### src/rtl/serial_tx_pkg.sv
// Shared constants for the serial link: FSM state encoding and line levels.
// The line-level constants are also used by the receiving end.
package serial_tx_pkg;

  typedef logic [2:0] state_t;

  localparam state_t IDLE   = 3'd0;
  localparam state_t START  = 3'd1;
  localparam state_t DATA   = 3'd2;
  localparam state_t PARITY = 3'd3;
  localparam state_t STOP   = 3'd4;

  localparam logic LINE_IDLE  = 1'b1;
  localparam logic LINE_START = 1'b0;

endpackage

### src/rtl/serial_tx_if.sv
// Valid/ready word handshake between a producer and the serial transmitter.
interface serial_tx_if #(
  parameter int unsigned WIDTH = 8
);

  logic [WIDTH-1:0] tx_data;
  logic             tx_valid;
  logic             tx_ready;

  modport master (output tx_data, output tx_valid, input tx_ready);
  modport slave  (input tx_data, input tx_valid, output tx_ready);

endinterface

### src/rtl/serial_tx_bit_timer.sv
// Bit-period timer: counts 0..CLKS_PER_BIT-1 and flags the last cycle of each bit.
module serial_tx_bit_timer #(
  parameter int unsigned CLKS_PER_BIT = 4
) (
  input  logic clk,
  input  logic rst,
  input  logic clear,
  output logic bit_end
);

  localparam int unsigned CW = (CLKS_PER_BIT > 1) ? $clog2(CLKS_PER_BIT) : 1;
  localparam logic [CW-1:0] LAST = CW'(CLKS_PER_BIT - 1);

  logic [CW-1:0] cnt_q, cnt_d;

  assign bit_end = (cnt_q == LAST);

  always_comb begin
    cnt_d = cnt_q + 1'b1;
    if (clear || bit_end) begin
      cnt_d = '0;
    end
  end

  always_ff @(posedge clk) begin
    if (rst) begin
      cnt_q <= '0;
    end else begin
      cnt_q <= cnt_d;
    end
  end

endmodule

### src/rtl/serial_tx.sv
// Serial frame transmitter: start bit, WIDTH data bits LSB first, stop bit.
// Define TX_PARITY_EN to insert an even-parity bit before the stop bit.
module serial_tx
  import serial_tx_pkg::*;
#(
  parameter int unsigned WIDTH        = 8,
  parameter int unsigned CLKS_PER_BIT = 4
) (
  input  logic        clk,
  input  logic        rst,
  serial_tx_if.slave  tx,
  output logic        tx_line,
  output logic        busy
);

  localparam int unsigned BW = $clog2(WIDTH + 1);
  localparam logic [BW-1:0] LAST_BIT = BW'(WIDTH - 1);

  state_t           state_q, state_d;
  logic [WIDTH-1:0] shift_q, shift_d;
  logic [BW-1:0]    bit_cnt_q, bit_cnt_d;
  logic             line_q, line_d;
  logic             ready_q, busy_q;
  logic             bit_end;
`ifdef TX_PARITY_EN
  logic             par_q, par_d;
`endif

  serial_tx_bit_timer #(
    .CLKS_PER_BIT (CLKS_PER_BIT)
  ) u_bit_timer (
    .clk     (clk),
    .rst     (rst),
    .clear   (state_q == IDLE),
    .bit_end (bit_end)
  );

  always_comb begin
    state_d   = state_q;
    shift_d   = shift_q;
    bit_cnt_d = bit_cnt_q;
`ifdef TX_PARITY_EN
    par_d     = par_q;
`endif
    case (state_q)
      IDLE: begin
        if (tx.tx_valid) begin
          state_d   = START;
          shift_d   = tx.tx_data;
          bit_cnt_d = '0;
`ifdef TX_PARITY_EN
          par_d     = ^tx.tx_data;
`endif
        end
      end
      START: if (bit_end) state_d = DATA;
      DATA: begin
        if (bit_end) begin
          shift_d   = shift_q >> 1;
          bit_cnt_d = bit_cnt_q + 1'b1;
          if (bit_cnt_q == LAST_BIT) begin
`ifdef TX_PARITY_EN
            state_d = PARITY;
`else
            state_d = STOP;
`endif
          end
        end
      end
`ifdef TX_PARITY_EN
      PARITY: if (bit_end) state_d = STOP;
`endif
      STOP: if (bit_end) state_d = IDLE;
      default: state_d = IDLE;
    endcase
  end

  // Line level is decoded from the next state so the output flop changes on the boundary edge.
  always_comb begin
    line_d = LINE_IDLE;
    case (state_d)
      START:  line_d = LINE_START;
      DATA:   line_d = shift_d[0];
`ifdef TX_PARITY_EN
      PARITY: line_d = par_d;
`endif
      default: line_d = LINE_IDLE;
    endcase
  end

  always_ff @(posedge clk) begin
    if (rst) begin
      state_q   <= IDLE;
      shift_q   <= '0;
      bit_cnt_q <= '0;
      line_q    <= LINE_IDLE;
      ready_q   <= 1'b1;
      busy_q    <= 1'b0;
`ifdef TX_PARITY_EN
      par_q     <= 1'b0;
`endif
    end else begin
      state_q   <= state_d;
      shift_q   <= shift_d;
      bit_cnt_q <= bit_cnt_d;
      line_q    <= line_d;
      ready_q   <= (state_d == IDLE);
      busy_q    <= (state_d != IDLE);
`ifdef TX_PARITY_EN
      par_q     <= par_d;
`endif
    end
  end

  assign tx.tx_ready = ready_q;
  assign tx_line     = line_q;
  assign busy        = busy_q;

endmodule
### src/flat_wrapper.sv
// flat-port wrapper written by rule: the top's interface ports become plain ports
module serial_tx_flat import serial_tx_pkg::*;
#(
  parameter int unsigned WIDTH        = 8,
  parameter int unsigned CLKS_PER_BIT = 4
)
  (clk, rst, tx_line, busy, tx_tx_data, tx_tx_valid, tx_tx_ready);
  serial_tx_if #(.WIDTH(WIDTH)) tx_i ();
  input  logic clk;
  input  logic rst;
  output logic tx_line;
  output logic busy;
  input wire logic [$bits(tx_i.tx_data)-1:0] tx_tx_data;
  input wire logic [$bits(tx_i.tx_valid)-1:0] tx_tx_valid;
  output wire logic [$bits(tx_i.tx_ready)-1:0] tx_tx_ready;
  assign tx_i.tx_data = tx_tx_data;
  assign tx_i.tx_valid = tx_tx_valid;
  assign tx_tx_ready = tx_i.tx_ready;
  serial_tx #(.WIDTH(WIDTH), .CLKS_PER_BIT(CLKS_PER_BIT)) u_core (.clk(clk), .rst(rst), .tx(tx_i), .tx_line(tx_line), .busy(busy));
endmodule
### config.mk
export PLATFORM = sky130hd
export DESIGN_NAME = serial_tx_flat
export DESIGN_NICKNAME = d
export VERILOG_FILES = /design/src/rtl/serial_tx_pkg.sv /design/src/rtl/serial_tx_if.sv /design/src/rtl/serial_tx_bit_timer.sv /design/src/rtl/serial_tx.sv /design/src/flat_wrapper.sv
export SDC_FILE = /design/constraint.sdc
export NUM_CORES = 1
export LEC_CHECK = 0
export ABC_AREA = 1
export BUFFER_PORTS_ARGS = -buffer_cell sky130_fd_sc_hd__buf_2
export CORE_MARGIN = 1.5
export CORE_UTILIZATION = 59
export DETAILED_ROUTE_END_ITERATION = 12
export HOLD_SLACK_MARGIN = 0.02
export PLACE_DENSITY = 0.9
export SLEW_MARGIN = 20
export SYNTH_ARGS = -nofsm -noshare
export SYNTH_HDL_FRONTEND = slang
export SYNTH_HIERARCHICAL = 1
export SYNTH_SLANG_ARGS = --single-unit
### constraint.sdc
create_clock -name clk -period 1.71 [get_ports clk]
set_input_delay 0.2565 -clock clk [delete_from_list [all_inputs] [get_ports clk]]
set_output_delay 0.2565 -clock clk [all_outputs]
set_load 0.02 [all_outputs]
== Word-level counts from Yosys, hierarchy flattened ==
Cells that the tools add are included.

* Flip-flop bits (word level): 20
* Bits in latches: 0
* Bits in writable memories: 0
* ROM bits: 0
* Input bits: 11
* Output and inout bits: 3
* Word-level logic and storage cells: 39
* Memories kept: 0

* Add/subtract/negate cells: 2
* Multipliers: 0
* Div/mod/pow operators: 0
* $lt $le $gt $ge: 0
* Equality and inequality tests: 9
* Shift-type cells: 0
* Muxes and demuxes: 13
* Bitwise gates (word level): 0
* Reduce and logical (&&, ||, !) cells: 7

{| class="wikitable"
|+ Operator list
! kind !! number
|-
| $mux W8 || 2
|-
| $pmux W8 S2 || 1
|-
| $mux W3 || 5
|-
| $pmux W3 S4 || 1
|-
| $mux W4 || 2
|-
| $pmux W4 S2 || 1
|-
| $eq A3 B1 Y1 const B || 2
|-
| $eq A3 B2 Y1 const B || 2
|-
| $logic_not A3 Y1 || 2
|-
| $add A4 B1 Y4 const B || 1
|-
| $eq A4 B3 Y1 const B || 1
|-
| $ne A2 B2 Y1 const B || 2
|-
| $eq A3 B3 Y1 const B || 1
|-
| $reduce_and A3 Y1 || 1
|-
| $reduce_bool A3 Y1 || 1
|-
| $add A2 B1 Y2 const B || 1
|-
| $eq A2 B2 Y1 const B || 1
|-
| $pmux W1 S2 || 1
|-
| $reduce_bool A2 Y1 || 1
|-
| $reduce_or A2 Y1 || 1
|-
| $logic_or A1 B1 Y1 || 1
|}

== Depth between registers and ports, before layout ==
* Depth after elaboration: 6
* Mapped depth: 9
* Mapped depth without buffers: 9

== Cells and area by module ==
The synthesis kept the hierarchy.

{| class="wikitable"
|+ Modules (own cells, without submodules)
! module !! times used !! cells each !! area an instance (µm²) !! sequential area each (µm²)
|-
| serial_tx || 1 || 151 || 955.9 || 360.3
|-
| serial_tx_bit_timer || 1 || 9 || 75.1 || 40.0
|}

== Worst setup path before layout ==
Ideal clock, no wire load.

* Kind: register to register
* From: register u_core.u_bit_timer.cnt_q[0]
* To: register u_core.bit_cnt_q[0]
* Setup time: 115 ps
* Data arrival time: 1024 ps
* Required time: 1595 ps
* Path slack: 571 ps
* Stages on the path, launching flop included: 8
* Path buffers: 1
* Clock period less this slack: 1139 ps
* Path through: dfxtp_1 -> ha_1 -> inv_1 -> nand2_1 -> nand3_2 -> buf_4 -> a21oi_1 -> nor3_2

* Cells in the longest elaborated chain, start to end: 3

{| class="wikitable"
|+ Ends and longest elaborated chain
! item !! line !! source
|-
| start: declaration || serial_tx_bit_timer.sv:14 || <nowiki>logic [CW-1:0] cnt_q, cnt_d;</nowiki>
|-
| start signal: assignment || serial_tx_bit_timer.sv:29 || <nowiki>cnt_q <= cnt_d;</nowiki>
|-
| $eq A2 B2 Y1 || serial_tx_bit_timer.sv:16 || <nowiki>assign bit_end = (cnt_q == LAST);</nowiki>
|-
| net u_core.bit_end || serial_tx.sv:24 || <nowiki>logic bit_end;</nowiki>
|-
| $ne A2 B2 Y1 (no source line) || - ||
|-
| $reduce_and A3 Y1 (no source line) || - ||
|-
| end signal: assignment || serial_tx.sv:105 || <nowiki>bit_cnt_q <= bit_cnt_d;</nowiki>
|-
| end: declaration || serial_tx.sv:21 || <nowiki>logic [BW-1:0] bit_cnt_q, bit_cnt_d;</nowiki>
|}

The timed path passes the listed nets, and every way through them passes these cells.
A chain may end at the register's enable or synchronous reset.

== Final worst setup path ==
* From: register u_core.state_q[1]
* To: register u_core.bit_cnt_q[3]

* Cells in the longest elaborated chain, start to end: 3
* Elaborated cells between the ends (all ways): 7
* Classes of those cells: eq/ne: 3; mux: 1; reduce/logical: 3

{| class="wikitable"
|+ Ends and longest elaborated chain
! item !! line !! source
|-
| start: declaration || serial_tx.sv:19 || <nowiki>state_t state_q, state_d;</nowiki>
|-
| start signal: assignment || serial_tx.sv:103 || <nowiki>state_q <= state_d;</nowiki>
|-
| $eq A3 B2 Y1 or $logic_not A3 Y1 (tied branches) || serial_tx.sv:45 || <nowiki>case (state_q)</nowiki>
|-
| $ne A2 B2 Y1 (no source line) or $reduce_bool A2 Y1 (tied branches) || - ||
|-
| $reduce_and A3 Y1 (no source line) || - ||
|}

Several ways; a longest one is shown, not always the timed one.

==> metrics <==
flops & latches, synth 20; Worst EP required 1.91 ns; Ant. Diodes 0; cell area after synthesis 0.00103 mm^2; Tightest Pin Transition 0.402 ns; sort of element at the end of the critical path flop; status completed; number of antenna violations at the first check in global routing 0; CTS H-tree depth 1; total of hold buffers inserted after clock tree synthesis 0; most frequent cell on the critical path nand2_1; DRC Markers 0; worst r2r dst u_core/bit_cnt_q[3]$_SDFFE_PP0P_; Row Count 14; Boundary Pins 14; max-slew violation count 0; worst clock skew 0.00421 ns; number of buffers inserted during clock tree synthesis 3; min cycle time layout 1.52 ns; Routed wire per std cell 10.7 um; Pleak 0.588 nW; largest voltage drop on the vdd net 0.554 mV; clk_lat worst skew 0.29 ns; Worst Reg-to-Reg Cells 7; placeable core region 0.00158 mm^2; number of nets in the synthesized netlist 173; effective utilization at floorplan 0.654; via count 981; die area 0.00201 mm^2; critical register-to-register path startpoint u_core/state_q[1]$_SDFF_PP0_; clock input transition at the sequential cells of the worst setup and hold paths 0.11 ns; DR iter-0 viols 43; vias per std cell 5.19; grt total ovfl 0; post-CTS setup buffer count 0; number of synthesized flops with an enable pin 0; library cell occupying the most area in the post-synthesis netlist dfxtp_1; final hold violation count 0; Detailed Route WL 2020 um; sequence of cells on the critical path inv_2 -> nand2_1 -> nand3_2 -> nor2_4 -> nand2_1 -> nand2_1 -> nor2_1; Area growth, synth to finish 9.10%; critical path's largest stage delay 0.53 ns; Power per Cell Area 813 mW/mm^2; top achievable clock speed 657 MHz; Critical Path End u_core/bit_cnt_q[3]$_SDFFE_PP0P_; Sink Count 20; Critical Path Slowest Stage Cell dfxtp_1; total of warnings raised by yosys 6; wire length of the first global-routing pass 3380 um; path type of the worst setup path flop to flop; total routing resource utilization after global routing 0.224; sort of element at the start of the critical path flop; cell with the most instances after synthesis nand2_1; number of different library cells in the post-synthesis netlist 18; Synth top area share 0.388; ratio of cells with drive above 1 in the final layout 0.139; proportion of register bits with asynchronous set or reset after synthesis 0; # Max-Cap Violations 0; number of cells upsized or downsized after cts 0; clock tree from TritonCTS built; post-layout total power 914 uW; number of detailed-route iterations in the first pass 4; Setup TNS 0 ns; post-synthesis cell count 160; most instantiated cells after synthesis nand2_1, inv_1, nor2_1, dfxtp_1, o21ai_0; Final Setup Violations 0; reg2reg setup slack 0.19 ns; Main synth FF type dfxtp_1; vias in the first global route 875; Avg Inst Size Synth 6.44 um^2; Die Y 44.8 um; setup repair after global routing missed its margin false; kind of path behind the tightest hold check input port to flop; Critical Path AT 1.72 ns; launching instance or port of the critical path u_core/state_q[1]$_SDFF_PP0_; worst-case clock buffer depth 2; worst relative slew slack 0.732; main area contributors after synthesis dfxtp_1, nand2_1, inv_1, nor2_1, o21ai_0; count of buffers from port buffering 13; Final period util 0.891; root cell of the clock tree clkbuf_4; final-stage net count 187; count of nets left with antenna violations after detail routing 0; CP Max Fanout 20; gp weighted congestion 0.841; pin count of the biggest net entering global routing 21; fraction of the yosys area taken by sequential cells 0.388; DP Wirelength 1470 um; die boundary width 44.8 um
==> cell usage in the layout (no fill, tap or decap) <==
cell | synthesis | routed
nand3_1 | 8 | 8
a21oi_1 | 3 | 3
clkbuf_8 | 0 | 1
ha_1 | 2 | 2
nor2_4 | 2 | 2
buf_2 | 1 | 13
inv_1 | 28 | 28
nand2_1 | 44 | 44
nor2_2 | 1 | 1
clkbuf_4 | 0 | 3
nor3_2 | 1 | 1
nand4_1 | 6 | 6
nor2_1 | 28 | 28
inv_2 | 1 | 1
buf_4 | 2 | 1
nand3_2 | 1 | 1
dfxtp_1 | 20 | 20
o21ai_0 | 10 | 10
==> critical path, delay by kind of cell, from the launching register on <==
| family | cells | cell delay (ns) |
|---|---|---|
| AND/OR/NAND/NOR | 6 | 0.77 |
| flip-flops | 1 | 0.53 |
| buffers and inverters | 1 | 0.12 |
==> layer usage <==
metal / GRT usage / share of wire / up-vias
li1: - / - / 514
met1: 0.269 / 0.44 / 437
met2: 0.414 / 0.50 / 28
met3: 0.0240 / 0.054 / 2
met4: 0.0706 / 0.0050 / 0
met5: 0 / 0 / -
==> report_power, final <==
| group | internal (mW) | switching, mW |
|---|---|---|
| clock | 0.130 | 0.141 |
| combinational | 0.0496 | 0.0857 |
| sequential | 0.493 | 0.0151 |
| total | 0.673 | 0.242 |
==> worst min-delay path by stage <==
| stage | startpoint | end | slack (ns) | cells past startpoint |
|---|---|---|---|---|
| 2_1_floorplan | rst | u_core/shift_q[7]$_SDFFE_PP0P_ | 0.33 | 1 |
| 3_3_place_gp | u_core/u_bit_timer/cnt_q[0]$_SDFF_PP0_ | u_core/u_bit_timer/cnt_q[0]$_SDFF_PP0_ | 0.41 | 1 |
| 3_5_place_dp | u_core/u_bit_timer/cnt_q[0]$_SDFF_PP0_ | u_core/u_bit_timer/cnt_q[0]$_SDFF_PP0_ | 0.42 | 1 |
| 4_1_cts | rst | u_core/shift_q[7]$_SDFFE_PP0P_ | 0.17 | 2 |
| 5_1_grt | rst | u_core/bit_cnt_q[0]$_SDFFE_PP0P_ | 0.18 | 2 |
| 6_report | rst | u_core/shift_q[7]$_SDFFE_PP0P_ | 0.18 | 2 |
==> stage by stage <==
step	utilization	hold WS, ns	instances	worst slack [ns]	cell area [um^2]
2_1_floorplan	-	0.326	160	0.571	1030
3_3_place_gp	0.690	0.405	185	0.349	1090
3_5_place_dp	0.690	0.419	185	0.238	1090
4_1_cts	0.713	0.174	189	0.199	1120
5_1_grt	0.713	0.179	189	0.0523	1120
6_report	0.713	0.181	189	0.187	1120
==> state kept, by name, summed over array words and instances, names as in the netlist <==
| signal | flops |
|---|---|
| u_core/bit_cnt_q | 4 |
| u_core/shift_q | 8 |
| u_core/tx_line | 1 |
| u_core/u_bit_timer/cnt_q | 2 |
| u_core/busy | 1 |
| u_core/state_q | 3 |
| u_core/tx.tx_ready | 1 |
==> cell families after synthesis <==
group | Yosys count | synth area share
AOI/OAI and AO/OA | 13 | 0.0631
adders and majority gates | 2 | 0.0243
buffers and inverters | 34 | 0.140
DFF | 20 | 0.388
and+or+nand+nor | 91 | 0.385
==> layout make-up <==
cell class / instances / area [um^2]
fill: 133 / 452
sequential: 20 / 400
timing repair buffer: 14 / 72.6
multi-input combinational: 106 / 487
inverter: 29 / 109
clock buffer: 4 / 36.3
tap: 16 / 20.0
No activity file was read; power rests on OpenSTA's default activity.
